$ cat src/rtl/pipe_alu_core.sv
// Three-stage in-order integer core: accept (S0), decode/operand read (S1), execute/writeback (S2).
// Instructions arrive on a valid/ready stream; S2 results forward into S1 so dependent ops never stall.
module pipe_alu_core #(
  parameter int DATA_W   = 16,
  parameter int NUM_REGS = 16
) (
  input  logic              clk,
  input  logic              rst,
  input  logic              in_valid,
  output logic              in_ready,
  input  logic [15:0]       in_instr,
  input  logic              resume,
  output logic              halted,
  output logic              busy,
  output logic              wb_valid,
  output logic [3:0]        wb_addr,
  output logic [DATA_W-1:0] wb_data,
  output logic              ovf_sticky,
  input  logic [3:0]        dbg_addr,
  output logic [DATA_W-1:0] dbg_data,
  output logic [1:0]        fsm_state
);

  // Handshake: an instruction transfers on a rising edge where in_valid and in_ready are both 1.
  // in_ready never looks at in_valid; it drops during reset, while halted, and while a HALT drains.

  typedef enum logic [1:0] {RUN = 2'd0, DRAIN = 2'd1, HALTED = 2'd2} state_t;

  localparam logic [3:0] OP_ALU  = 4'h0;
  localparam logic [3:0] OP_LDI  = 4'h1;
  localparam logic [3:0] OP_HALT = 4'hF;

  state_t state;

  logic [DATA_W-1:0] regs [NUM_REGS];

  logic              s1_valid;
  logic [15:0]       s1_instr;
  logic              s2_valid;
  logic [3:0]        s2_op, s2_rd, s2_func;
  logic [7:0]        s2_imm;
  logic [DATA_W-1:0] s2_a, s2_b;

  logic              s2_wr, s2_ovf, fwd_ok, accept;
  logic [DATA_W-1:0] s2_result, sum, diff;
  logic [DATA_W-1:0] rf_a, rf_b, op_a, op_b;
  logic [3:0]        s1_rs1, s1_rs2;

  assign s1_rs1    = s1_instr[11:8];
  assign s1_rs2    = s1_instr[7:4];
  assign in_ready  = ~rst & ~halted & ~(s1_valid & (s1_instr[15:12] == OP_HALT))
                     & ~(s2_valid & (s2_op == OP_HALT));
  assign accept    = in_valid & in_ready;
  assign busy      = s1_valid | s2_valid;
  assign fsm_state = state;

  // Out-of-range addresses read as zero, so the read mux only spans implemented registers.
  always_comb begin
    rf_a     = '0;
    rf_b     = '0;
    dbg_data = '0;
    for (int i = 0; i < NUM_REGS; i++) begin
      if (s1_rs1 == 4'(i))   rf_a     = regs[i];
      if (s1_rs2 == 4'(i))   rf_b     = regs[i];
      if (dbg_addr == 4'(i)) dbg_data = regs[i];
    end
  end

  always_comb begin
    s2_wr     = 1'b0;
    s2_ovf    = 1'b0;
    s2_result = '0;
    sum       = s2_a + s2_b;
    diff      = s2_a - s2_b;
    if (s2_valid) begin
      case (s2_op)
        OP_ALU: begin
          s2_wr = (s2_func <= 4'd6);
          case (s2_func)
            4'd0: begin
              s2_result = sum;
              s2_ovf    = (s2_a[DATA_W-1] == s2_b[DATA_W-1]) && (sum[DATA_W-1] != s2_a[DATA_W-1]);
            end
            4'd1: begin
              s2_result = diff;
              s2_ovf    = (s2_a[DATA_W-1] != s2_b[DATA_W-1]) && (diff[DATA_W-1] != s2_a[DATA_W-1]);
            end
            4'd2:    s2_result = s2_a & s2_b;
            4'd3:    s2_result = s2_a | s2_b;
            4'd4:    s2_result = s2_a ^ s2_b;
            4'd5:    s2_result = DATA_W'($signed(s2_a) < $signed(s2_b));
            4'd6:    s2_result = s2_a << s2_b[3:0];
            default: s2_result = '0;
          endcase
        end
        OP_LDI: begin
          s2_wr     = 1'b1;
          s2_result = DATA_W'($signed(s2_imm));
        end
        default: s2_wr = 1'b0;
      endcase
    end
  end

  // A write to an unimplemented register must not leak through the bypass either.
  assign fwd_ok = s2_wr && (int'(s2_rd) < NUM_REGS);
  assign op_a   = (fwd_ok && (s2_rd == s1_rs1)) ? s2_result : rf_a;
  assign op_b   = (fwd_ok && (s2_rd == s1_rs2)) ? s2_result : rf_b;

  always_ff @(posedge clk) begin
    if (rst) begin
      s1_valid   <= 1'b0;
      s1_instr   <= '0;
      s2_valid   <= 1'b0;
      s2_op      <= '0;
      s2_rd      <= '0;
      s2_func    <= '0;
      s2_imm     <= '0;
      s2_a       <= '0;
      s2_b       <= '0;
      wb_valid   <= 1'b0;
      wb_addr    <= '0;
      wb_data    <= '0;
      ovf_sticky <= 1'b0;
      halted     <= 1'b0;
      state      <= RUN;
      for (int i = 0; i < NUM_REGS; i++) regs[i] <= '0;
    end else begin
      s1_valid <= accept;
      if (accept) s1_instr <= in_instr;
      s2_valid <= s1_valid;
      s2_op    <= s1_instr[15:12];
      s2_rd    <= s1_instr[11:8];
      s2_func  <= s1_instr[3:0];
      s2_imm   <= s1_instr[7:0];
      s2_a     <= op_a;
      s2_b     <= op_b;
      wb_valid <= s2_wr;
      if (s2_wr) begin
        wb_addr <= s2_rd;
        wb_data <= s2_result;
      end
      for (int i = 0; i < NUM_REGS; i++) begin
        if (s2_wr && (s2_rd == 4'(i))) regs[i] <= s2_result;
      end
      if (s2_ovf) ovf_sticky <= 1'b1;
      case (state)
        RUN: begin
          if (accept && (in_instr[15:12] == OP_HALT)) state <= DRAIN;
        end
        DRAIN: begin
          if (s2_valid && (s2_op == OP_HALT)) begin
            state  <= HALTED;
            halted <= 1'b1;
          end
        end
        HALTED: begin
          if (resume) begin
            state  <= RUN;
            halted <= 1'b0;
          end
        end
        default: state <= RUN;
      endcase
    end
  end

endmodule
$ cat config.mk
export PLATFORM = sky130hd
export DESIGN_NAME = pipe_alu_core
export DESIGN_NICKNAME = d
export VERILOG_FILES = /design/src/rtl/pipe_alu_core.sv
export SDC_FILE = /design/constraint.sdc
export NUM_CORES = 1
export LEC_CHECK = 0
export ABC_AREA = 1
export BUFFER_PORTS_ARGS = -buffer_cell sky130_fd_sc_hd__buf_2
export CAP_MARGIN = 20
export CORE_MARGIN = 2
export CORE_UTILIZATION = 57
export DETAILED_ROUTE_END_ITERATION = 7
export MAX_ROUTING_LAYER = met4
export PLACE_DENSITY = 0.75
export SYNTH_ARGS = -nofsm -noshare
export SYNTH_HDL_FRONTEND = slang
export SYNTH_SLANG_ARGS = --single-unit
$ cat constraint.sdc
create_clock -name clk -period 3.3 [get_ports clk]
set_clock_uncertainty 0.15 [all_clocks]
set_input_delay 0.66 -clock clk [delete_from_list [all_inputs] [get_ports clk]]
set_output_delay 0.66 -clock clk [all_outputs]
set_load 0.005 [all_outputs]
==> impl_results.md <==
* Fin util at 0.676
* Hold Crit Class: primary input to register
* Routed vias/inst at 6.27
* CP Cell Sequence: nand2_2 > o211ai_1 > a21oi_1 > nand4_1 > nor2_4 > nand4_1 > nor3_2 > nand4_1 > buf_2
* Routed wire length at 82.9 mm
* R2r worst-path depth at 15
* Worst Path Arrival at 2480 ps
* Worst min-delay path endpoint: s1_instr[7]
* Post-synth top cells: nand2_1 (880), nor2_1 (504), inv_1 (300), edfxtp_1 (256), a21oi_1 (165)
* RSZ-0062 raised after global routing: true
* Reg2Reg Setup Slack at 90 ps
* Synth top area share at 0.359
* WL/cell at 23.0 um
* Synth area leaders: edfxtp_1 (36%), nand2_1 (15%), nor2_1 (8.8%), dfxtp_1 (8.5%), inv_1 (5.3%)
* Worst skew pair latency at 580 ps
* Largest net degree at the start of global routing at 32
* Hold Path Cell Cnt at 3
* Core area at 36800 um2
* Buffers & Inverters on Critical Path at 1
* Peak supply drop at 0.437 mV
* Max Cap Viol at 0
* Clock power frac at 0.372
* Pwr dens at 487 nW/um2
* H-Tree Depth at 2
* Status: complete, no violations
* Switching pwr at 3.82 mW
* DRT antenna net count at 0
* Startpoint Class: register
* Final worst slack at 6.81 ps
* Required time of the critical path at 2490 ps
* Die Y-Extent at 198 um
* Reg power frac at 0.419
* CP top delay family: simple AND/OR/NAND/NOR gates
* Number of synthesized register bits at 347
* Worst slew pin tran at 818 ps
* Top_reg_cell synth: edfxtp_1
* Vias in the first global route at 20.9k
* Num rows at 70
* Final Setup Violations at 0
* Clock buffer depth at 3
* Total number of vias at 22.6k
* # clock sinks at 347
* Port bufs at 66
* R2R Path End: regs[0][6]
* Crit-path most repeated cell: nand4_1
* Synth-to-layout area growth at 16.2%
* Dpl hpwl at 60.9 mm
* Synthesized netlist cell count at 2960
* Min Tclk post-route at 3290 ps
* Switching Share at 0.315
* Static leakage at 10.6 nW
* Inserted Clock Buffers at 39
* Comb power frac at 0.209
* Initial antenna violation count at 0
* # DRC at 0
* Synth Warn # at 0
* CTS hold repair buffers at 0
* Die area at 39100 um2
* Mapped cell area at 21400 um2
* CTS tree: done
* Sequential fraction of the synthesis area at 0.444
* Die Span X at 198 um
* Syn Area/Cell at 7.23 um2
* Setup Crit Path Kind: register to output port
* R2r startpoint: s2_b[3]
* CTS root buffer: clkbuf_16
* Gpl congestion at 1.04
* Slew Viols, Final at 0
* Share of flip-flops with an asynchronous set or reset at 0
* Worst-path clk slew at 60 ps
* Hold Path Origin: in_instr[7]
* CP max FO at 3
* Ant diodes at 0
* Slew HR at 0.454
* Iteration-0 DRC Markers at 3572
* WHS at 145 ps
* Max incr delay on CP at 450 ps
* Largest area contributor in the netlist: edfxtp_1
* Share of post-route cells with drive strength above 1 at 0.130
* CP Capture Type: output port
* Final nets at 3189
* Internal power at 8.30 mW
* Total track usage at 0.435
* Syn nets at 3044
* Worst slack, placed at -50.3 ps
* Starting density of the core at 0.582
* Worst path slowest cell: edfxtp_1
* EDFF count, synth at 256
* Max Freq at 304 MHz
* First-pass iteration count of the detailed router at 7
* Hold Violations, Final at 0
* Top-Level Pins at 67
* Grt total ovfl at 0
* Count leader, synth: nand2_1
* Global-route wire length before repair at 123 mm
* FILL cells at 3083
* Library cells used by synthesis at 52
* Final worst-path cycle share at 0.998
## repair_timing
item                       in CTS  in global routing
pin swaps                       3                 28
gates cloned                    0                  2
setup endpoints to repair      22                215
buffers inserted                0                  6
gates resized for setup         9                 77
## worst min-delay path: stages
cell	delay (ps)
buf_2	70
nand2_1	40
o31ai_1	50
## power groups by stage
stage | clock (mW) | sequential, mW | combinational [mW]
2_1_floorplan | 0 | 5.09 | 1.42
3_3_place_gp | 0 | 5.15 | 2.34
3_5_place_dp | 0 | 5.15 | 2.36
4_1_cts | 4.49 | 5.06 | 2.38
5_1_grt | 4.67 | 5.09 | 2.73
6_report | 4.51 | 5.08 | 2.53
## logic make-up (layout without fill, tap and decap cells)
group | after synthesis | count (layout) | share of synthesized area
xor+xnor | 9 | 9 | 0.00368
compound gates | 356 | 356 | 0.0937
simple gates | 1744 | 1744 | 0.340
fa+ha+maj | 60 | 60 | 0.0358
buf+inv | 444 | 618 | 0.0823
flops | 347 | 347 | 0.444
## registers in the layout (all words and copies together) (netlist names)
name / cells
s2_a: 16
s1_valid: 1
regs: 256
wb_addr: 4
halted: 1
s2_imm: 5
wb_valid: 1
wb_data: 16
fsm_state: 2
s2_op: 4
s2_rd: 4
s2_func: 3
s2_valid: 1
s2_b: 16
s1_instr: 16
ovf_sticky: 1
## layout make-up
class | count | area (um2) | share of cell area
clock buffer | 50 | 1090 | 0.0439
sequential | 347 | 9510 | 0.382
timing repair buffer | 233 | 1900 | 0.0766
tap | 468 | 586 | 0.0236
multi-input combinational | 2169 | 10400 | 0.417
inverter | 315 | 1190 | 0.0480
clock inverter | 20 | 223 | 0.00896
## routing by layer
metal,share of wire,vias up,wire length [um],global-route usage
met3,0.14,393,11700,0.0940
li1,-,9989,-,-
met1,0.37,10418,30700,0.566
met5,0,-,0,-
met2,0.43,1794,35800,0.650
met4,0.057,0,4730,0.206
## placed cells by master (no fill, tap or decap), types with 4 or more instances in the layout
cell type and count:
nand3_2 4, nor4_1 4, nor2_4 8, nand2_1 869, a21oi_2 9, a21oi_1 156
buf_12 20, nand2_2 20, o2111ai_1 4, nor2_1 492, or2_2 9, buf_6 8
nor2_2 10, o211ai_1 43, clkinv_2 6, ha_2 5, dfxtp_1 90, nand2_4 4
inv_2 15, clkinvlp_4 5, o21ai_0 95, buf_4 139, buf_2 63, clkbuf_16 41
clkbuf_8 5, a21o_1 4, xor2_1 7, edfxtp_1 256, o31ai_1 10, nor3_2 10
o22ai_1 9, nand3_1 145, o21ai_1 8, inv_1 296, nor3_1 16, ha_1 52
nand4_1 142
## worst max path at each step
stage                     slack, ps        start  depth (start not counted)      endpoint
final                             7  regs[0][36]                          9   dbg_data[4]
after detailed placement        -50  dbg_addr[0]                         14   dbg_data[6]
after floorplan                 210     s2_op[3]                          9  regs[1][100]
after CTS                       0.4  dbg_addr[0]                         14   dbg_data[4]
after global routing            -70  regs[0][36]                          9   dbg_data[4]
after global placement          -30  dbg_addr[0]                         14   dbg_data[6]
## metrics by stage
stage / power [mW] / cell area, um2 / cells / TNS, ps
after floorplan: 6.51 / 21400 / 2960 / 0
after global placement: 7.48 / 23200 / 3523 / -62.1
after detailed placement: 7.52 / 23200 / 3524 / -163
after CTS: 11.9 / 24500 / 3594 / 0
after global routing: 12.5 / 24900 / 3602 / -243
final: 12.1 / 24900 / 3602 / 0
Note: power is estimated with default switching activity, not from simulation.
